**src/rtl/uart_autobaud_ctrl_pkg.sv**
```systemverilog
`default_nettype none
// ----------------------------------------------------------------------------
// Module  : uart_autobaud_ctrl_pkg
// Brief   : Shared state encoding and constants for the UART auto-baud block.
// Revision: 1.0
// ----------------------------------------------------------------------------
package uart_autobaud_ctrl_pkg;

  localparam int unsigned c_cnt_w_default = 21;
  localparam logic [7:0]  c_sync_char     = 8'h55;
  localparam int unsigned c_tol_i_shift   = 3;
  localparam int unsigned c_tol_s_shift   = 6;

  typedef enum logic [2:0] {
    ST_IDLE       = 3'd0,
    ST_WAIT_IDLE  = 3'd1,
    ST_WAIT_START = 3'd2,
    ST_MEASURE    = 3'd3,
    ST_CHECK_STOP = 3'd4,
    ST_EVAL       = 3'd5,
    ST_DONE       = 3'd6,
    ST_ERROR      = 3'd7
  } state_t;

endpackage
`default_nettype wire

```
**src/rtl/uart_rx_sync_edge.sv**
```systemverilog
`default_nettype none
// ----------------------------------------------------------------------------
// Module  : uart_rx_sync_edge
// Brief   : Two-flop synchroniser for rx plus a delay flop for edge detection.
// Revision: 1.0
// ----------------------------------------------------------------------------
module uart_rx_sync_edge (
  input  logic clk,
  input  logic reset,
  input  logic i_rx,
  output logic o_rx_s,
  output logic o_rx_fall,
  output logic o_rx_rise
);

  logic r_s1;
  logic r_s2;
  logic r_dly;

  // Flops reset to the idle-high line level so reset never fakes an edge.
  always_ff @(posedge clk) begin
    if (reset) begin
      r_s1  <= 1'b1;
      r_s2  <= 1'b1;
      r_dly <= 1'b1;
    end else begin
      r_s1  <= i_rx;
      r_s2  <= r_s1;
      r_dly <= r_s2;
    end
  end

  assign o_rx_s    = r_s2;
  assign o_rx_fall = r_dly & ~r_s2;
  assign o_rx_rise = ~r_dly & r_s2;

endmodule
`default_nettype wire

```
**src/rtl/uart_autobaud_ctrl.sv**
```systemverilog
`default_nettype none
// ----------------------------------------------------------------------------
// Module  : uart_autobaud_ctrl
// Brief   : Times a 0x55 sync character on rx and programs the 16x baud divisor.
// Revision: 1.0
// ----------------------------------------------------------------------------
module uart_autobaud_ctrl
  import uart_autobaud_ctrl_pkg::*;
#(
  parameter int unsigned CNT_W            = c_cnt_w_default,
  parameter int unsigned IDLE_CLKS        = 256,
  parameter logic [12:0] DEFAULT_BAUD_VAL = 13'd0,
  parameter bit          AUTO_RETRY       = 1'b1
) (
  input  logic        clk,
  input  logic        reset,
  input  logic        i_rx,
  input  logic        i_start,
  input  logic        i_abort,
  output logic [12:0] o_baud_val,
  output logic [2:0]  o_baud_val_fraction,
  output logic        o_baud_update,
  output logic        o_locked,
  output logic        o_busy,
  output logic        o_err
);

  localparam int unsigned       c_idle_w    = $clog2(IDLE_CLKS + 1);
  localparam logic [c_idle_w-1:0] c_idle_last = c_idle_w'(IDLE_CLKS - 1);
  localparam logic [c_idle_w-1:0] c_idle_one  = c_idle_w'(1);
  localparam logic [CNT_W-1:0]  c_t_max     = '1;
  localparam logic [CNT_W-1:0]  c_one       = CNT_W'(1);
  localparam logic [CNT_W:0]    c_t_min     = (CNT_W + 1)'(128);

  state_t              r_state;
  state_t              w_state_nxt;
  logic                w_done_pulse;
  logic                w_err_pulse;

  logic                w_rx_s;
  logic                w_rx_fall;
  logic                w_rx_rise;

  logic [c_idle_w-1:0] r_idle_cnt;
  logic [CNT_W-1:0]    r_t;
  logic [CNT_W-1:0]    r_i;
  logic [1:0]          r_e;
  logic [CNT_W-1:0]    r_ivl [4];
  logic [CNT_W-1:0]    r_s;
  logic                r_sat;

  logic [CNT_W-1:0]    w_t_inc;
  logic [CNT_W-1:0]    w_i_inc;
  logic [CNT_W:0]      w_i0;
  logic [CNT_W:0]      w_i_lo;
  logic [CNT_W:0]      w_i_hi;
  logic [CNT_W:0]      w_s_ctr;
  logic [CNT_W:0]      w_s_tol;
  logic                w_ivl_ok;
  logic                w_stop_ok;
  logic                w_eval_ok;
  logic [CNT_W-1:0]    w_t_div;

  logic [12:0]         r_baud_val;
  logic [2:0]          r_baud_frac;
  logic                r_baud_update;
  logic                r_locked;
  logic                r_err;

  uart_rx_sync_edge u_sync (
    .clk       (clk),
    .reset     (reset),
    .i_rx      (i_rx),
    .o_rx_s    (w_rx_s),
    .o_rx_fall (w_rx_fall),
    .o_rx_rise (w_rx_rise)
  );

  // Both counters saturate instead of wrapping; hitting all-ones is the timeout.
  assign w_t_inc = (r_t == c_t_max) ? c_t_max : r_t + c_one;
  assign w_i_inc = (r_i == c_t_max) ? c_t_max : r_i + c_one;

  assign w_i0    = {1'b0, r_ivl[0]};
  assign w_i_lo  = w_i0 - (w_i0 >> c_tol_i_shift);
  assign w_i_hi  = w_i0 + (w_i0 >> c_tol_i_shift);
  assign w_s_ctr = {1'b0, r_t} >> 3;
  assign w_s_tol = {1'b0, r_t} >> c_tol_s_shift;

  always_comb begin
    w_ivl_ok = 1'b1;
    for (int k = 1; k < 4; k++) begin
      if (({1'b0, r_ivl[k]} < w_i_lo) || ({1'b0, r_ivl[k]} > w_i_hi)) begin
        w_ivl_ok = 1'b0;
      end
    end
  end

  assign w_stop_ok = ({1'b0, r_s} >= (w_s_ctr - w_s_tol)) &&
                     ({1'b0, r_s} <= (w_s_ctr + w_s_tol));
  assign w_eval_ok = ({1'b0, r_t} >= c_t_min) && !r_sat && w_ivl_ok && w_stop_ok;
  assign w_t_div   = (r_t >> 7) - c_one;

  always_ff @(posedge clk) begin
    if (reset) begin
      r_state <= ST_IDLE;
    end else begin
      r_state <= w_state_nxt;
    end
  end

  always_comb begin
    w_state_nxt  = r_state;
    w_done_pulse = 1'b0;
    w_err_pulse  = 1'b0;
    case (r_state)
      ST_IDLE:       if (i_start) w_state_nxt = ST_WAIT_IDLE;
      ST_WAIT_IDLE:  if (w_rx_s && (r_idle_cnt == c_idle_last)) w_state_nxt = ST_WAIT_START;
      ST_WAIT_START: if (w_rx_fall) w_state_nxt = ST_MEASURE;
      ST_MEASURE: begin
        if (w_t_inc == c_t_max) begin
          w_state_nxt = ST_EVAL;
        end else if (w_rx_fall && (r_e == 2'd3)) begin
          w_state_nxt = ST_CHECK_STOP;
        end
      end
      ST_CHECK_STOP: if (w_rx_rise || (w_i_inc == c_t_max)) w_state_nxt = ST_EVAL;
      ST_EVAL:       w_state_nxt = w_eval_ok ? ST_DONE : ST_ERROR;
      ST_DONE: begin
        w_done_pulse = 1'b1;
        w_state_nxt  = ST_IDLE;
      end
      ST_ERROR: begin
        w_err_pulse = 1'b1;
        w_state_nxt = AUTO_RETRY ? ST_WAIT_IDLE : ST_IDLE;
      end
      default:       w_state_nxt = ST_IDLE;
    endcase
    if (i_abort) begin
      w_state_nxt  = ST_IDLE;
      w_done_pulse = 1'b0;
      w_err_pulse  = 1'b0;
    end
  end

  always_ff @(posedge clk) begin
    if (reset) begin
      r_idle_cnt <= '0;
      r_t        <= '0;
      r_i        <= '0;
      r_e        <= '0;
      r_s        <= '0;
      r_sat      <= 1'b0;
      for (int k = 0; k < 4; k++) r_ivl[k] <= '0;
    end else begin
      case (r_state)
        ST_IDLE, ST_ERROR: r_idle_cnt <= '0;
        ST_WAIT_IDLE:      r_idle_cnt <= w_rx_s ? r_idle_cnt + c_idle_one : '0;
        ST_WAIT_START: begin
          r_t   <= '0;
          r_i   <= '0;
          r_e   <= '0;
          r_sat <= 1'b0;
        end
        ST_MEASURE: begin
          r_t <= w_t_inc;
          if (w_t_inc == c_t_max) r_sat <= 1'b1;
          // Stored interval includes the edge cycle so four intervals sum to T.
          if (w_rx_fall) begin
            r_ivl[r_e] <= w_i_inc;
            r_i        <= '0;
            r_e        <= r_e + 2'd1;
          end else begin
            r_i <= w_i_inc;
          end
        end
        ST_CHECK_STOP: begin
          r_i <= w_i_inc;
          if (w_i_inc == c_t_max) r_sat <= 1'b1;
          if (w_rx_rise) r_s <= w_i_inc;
        end
        default: ;
      endcase
    end
  end

  always_ff @(posedge clk) begin
    if (reset) begin
      r_baud_val    <= DEFAULT_BAUD_VAL;
      r_baud_frac   <= '0;
      r_baud_update <= 1'b0;
      r_locked      <= 1'b0;
      r_err         <= 1'b0;
    end else begin
      r_baud_update <= w_done_pulse;
      r_err         <= w_err_pulse;
      if (w_done_pulse) begin
        r_baud_val  <= 13'(w_t_div);
        r_baud_frac <= r_t[6:4];
        r_locked    <= 1'b1;
      end
    end
  end

  assign o_baud_val          = r_baud_val;
  assign o_baud_val_fraction = r_baud_frac;
  assign o_baud_update       = r_baud_update;
  assign o_locked            = r_locked;
  assign o_err               = r_err;
  assign o_busy              = (r_state != ST_IDLE);

endmodule
`default_nettype wire

```
**config.mk**
```make
export PLATFORM = sky130hd
export DESIGN_NAME = uart_autobaud_ctrl
export DESIGN_NICKNAME = d
export VERILOG_FILES = /design/src/rtl/uart_autobaud_ctrl_pkg.sv /design/src/rtl/uart_rx_sync_edge.sv /design/src/rtl/uart_autobaud_ctrl.sv
export SDC_FILE = /design/constraint.sdc
export NUM_CORES = 1
export LEC_CHECK = 0
export BUFFER_PORTS_ARGS = -buffer_cell sky130_fd_sc_hd__clkbuf_2
export CAP_MARGIN = 40
export CORE_MARGIN = 5
export CORE_UTILIZATION = 60
export DETAILED_ROUTE_END_ITERATION = 6
export GPL_ROUTABILITY_DRIVEN = 0
export PLACE_DENSITY = 0.8
export SYNTH_ARGS = -nofsm -noshare
export SYNTH_HDL_FRONTEND = slang
export SYNTH_SLANG_ARGS = --single-unit
```
**constraint.sdc**
```tcl
create_clock -name clk -period 14.6 [get_ports clk]
set_input_delay 1.46 -clock clk [delete_from_list [all_inputs] [get_ports clk]]
set_output_delay 1.46 -clock clk [all_outputs]
set_load 0.01 [all_outputs]
```
==> results.ini <==
[placement]
place_ws_ns = 8.84
dp_hpwl_mm = 32.2
io_buffers = 24

[worst_setup_path]
path_buf_inv = 1
r2r_start = r_t[7]
worst-r2r-setup-slack_ns = 8.71
end_kind = flop
cp_slowest_stage_delay_ns = 0.61
r2r-end = r_state[0]
crit_type = reg -> reg
crit_arrival_ns = 6.23
path_cells = inv_1 -> fa_1 -> a21o_1 -> a21oi_1 -> o2111ai_1 -> nand3_1 -> a311oi_1 -> o21ai_0 -> a21oi_1 -> nor3_1 -> nand2_1 -> ha_1 -> o21ai_0 -> a21oi_1 -> nor3_1 -> nor4_1 -> o21ai_0 -> a2111oi_0 -> nor4b_1 -> nand4_2 -> a2111o_1 -> o31a_1
crit_family = compound AO/OA/AOI/OAI gates
crit_fanout = 12
cp-start-kind = flop
crit_path_top_delay_cell = dfxtp_1
cp.required_ns = 14.94
r2r.worst_path.cells = 22

[clocking]
clock-sinks = 184
hold_buffers = 0
cts-htree-levels = 4
cts.clk_slew.worst_paths_ns = 0.08
cts.path.max_buffers = 2
cts_made_buffers = 17
post-cts-setup-buffer-count = 0
clock_latency_ns = 0.45
root_buffer = clkbuf_16
cts_resized = 0
cts_tree = yes

[yosys]
yosysMostFrequentCell = nor2_1
yosysSeqAreaShare_pct = 29.4
synth_edf_count = 84
synth_top_area_share_pct = 18.9
synth_area_leaders = ha_1 19%, edfxtp_1 16%, dfxtp_1 13%
yosys.area.top_type = ha_1
syn_avg_cell_area_um2 = 8.45
syn_nets = 2066
synth-seq-cells = 184
synthTopCellsByCount = 292 x nor2_1, 233 x ha_1, 151 x a21oi_1, 100 x dfxtp_1, 94 x inv_1
synth_cell_types = 102
synth_compound_area_share_pct = 19.3
synthSimpleGateAreaFrac_pct = 21.2
ys_warn_count = 0
synth_top_family_by_area = simple AND/OR/NAND/NOR gates
synth-xor-area-share_pct = 5.24
synth.area.mux_share_pct = 0.422
mappedNetlistArea_um2 = 15400
synthCells = 1824
synthAdderAreaFrac_pct = 19.6
async_flop_share_pct = 0
synth_flop_cell = dfxtp_1

[grt]
antenna_found_initial = 0
grt_pass1_wl_mm = 68.0
grt_overflow = 0
grt_pass1_vias = 13151
grtUsageTotal_pct = 29.0
grt_max_degree = 83

[sta]
slew_headroom_pct = 36.5
rsz0062_at_grt = false
worstMarginPinSlew_ns = 0.926
setup_slack_ns = 8.71
finalClockSkew_ns = 0.0130
fmax_mhz = 170
slew_violations = 0
hold_viol = 0
final.setup.tns_ns = 0
fin_hold_ws_ns = 0.409
period_needed_ns = 5.89
setup_violations = 0
period_share_pct = 40.3

[power]
vdd_ir_drop_max_mv = 0.0931
total_power_w = 0.00125
power_leakage_nw = 6.53
power_per_cell_area_nw_per_um2 = 76.6

[layout]
multi_input_area_um2 = 10100
fin_nets = 2038
nFillCells = 2063
antenna_cells = 0
final_core_util_pct = 64.7
register_area_um2 = 4520
area_delta_synth_final_pct = 6.03
drive_gt1_share_pct = 6.52

[floorplanning]
die_w_um = 170
floorplan.initialDensity_pct = 61.0
die_y_um = 170
ioPinCount = 25
dieArea_um2 = 29000
core-area_um2 = 25300
row_count = 58

[worst_hold_path]
hold_path.startpoint = u_sync.r_s1
holdCritPathClass = reg -> reg
min_path_cells = 1
min_to = u_sync.o_rx_s

[run]
cap_violations = 0

[routing]
vias_per_cell = 6.42
vias = 13723
ant_nets = 0
wl_per_cell_um = 19.6
drtIter0Drc = 1386
drc = 0
wl_mm = 41.9
dr.pass1.iters = 5

[status]
outcome = complete, no violations

==> area by class of cell <==
type                       instances  area share (%)
multi-input combinational       1454            62.0
sequential                       184            27.7
clock buffer                      18            2.63
tap                              330            2.53
inverter                          97            2.23
timing repair buffer              42            1.86
clock inverter                    14            1.08
==> cell usage in the layout (no fill, tap or decap), types with 21 or more instances in the layout <==
master,instances
edfxtp_1,84
ha_1,233
nand2_1,91
nor3_1,53
clkbuf_2,23
and3_1,24
nand4_1,34
nor2_1,292
nand3_1,57
a21oi_1,151
dfxtp_1,100
o21ai_0,69
xnor2_1,68
nor2b_1,21
inv_1,94
a211oi_1,44
==> how the worst max path moves through the flow <==
stage                       from          to  cells after the start
final                     r_t[7]  r_state[0]                     22
after floorplan           r_t[4]  r_state[0]                     23
after detailed placement  r_t[7]  r_state[0]                     22
after CTS                 r_t[7]  r_state[0]                     22
after global placement    r_t[7]  r_state[0]                     22
after global routing      r_t[9]  r_state[0]                     23
==> sequential cells by signal, indices dropped and copies added (netlist names) <==
register / flops
o_baud_val: 13
r_t: 21
r_i: 21
r_e: 2
u_sync.r_s1: 1
o_baud_update: 1
o_err: 1
r_sat: 1
u_sync.r_dly: 1
o_locked: 1
r_ivl: 84
u_sync.o_rx_s: 1
r_idle_cnt: 9
o_baud_val_fraction: 3
r_state: 3
r_s: 21
==> cell families after synthesis <==
kind of cell               after synthesis
AOI/OAI and AO/OA                      441
buffers and inverters                  186
and+or+nand+nor                        679
adders and majority gates              239
muxes                                    6
xor gates and xnor gates                89
DFF                                    184
==> power by group <==
part	total [W]	internal [W]	switching, W
registers	0.000555	0.000546	0.00000887
clock network	0.000487	0.000261	0.000226
logic	0.000210	0.0000808	0.000129
==> worst reg2reg max path, cell delays in order (launching register included) <==
cell       delay (ns)
dfxtp_1          0.61
inv_1            0.28
fa_1             0.50
a21o_1           0.20
a21oi_1          0.34
o2111ai_1        0.19
nand3_1          0.17
a311oi_1         0.11
o21ai_0          0.26
a21oi_1          0.13
nor3_1           0.40
nand2_1          0.18
ha_1             0.34
o21ai_0          0.09
a21oi_1          0.14
nor3_1           0.07
nor4_1           0.34
o21ai_0          0.13
a2111oi_0        0.26
nor4b_1          0.35
nand4_2          0.14
a2111o_1         0.31
o31a_1           0.24
==> per-layer routing <==
layer	vias up	share of wire [%]	track usage, %
met5	-	0	0
li1	6567	-	-
met2	622	47	48.9
met4	0	4.3	12.6
met1	6416	41	37.5
met3	118	7.1	3.51
==> per-stage QoR <==
step	area [um2]	cells
finish	16300	2139
global route	16300	2139
CTS	16300	2139
detailed placement	15700	2107
global placement	15600	2097
floorplan	15400	1824
Note: power is estimated with default switching activity, not from simulation.
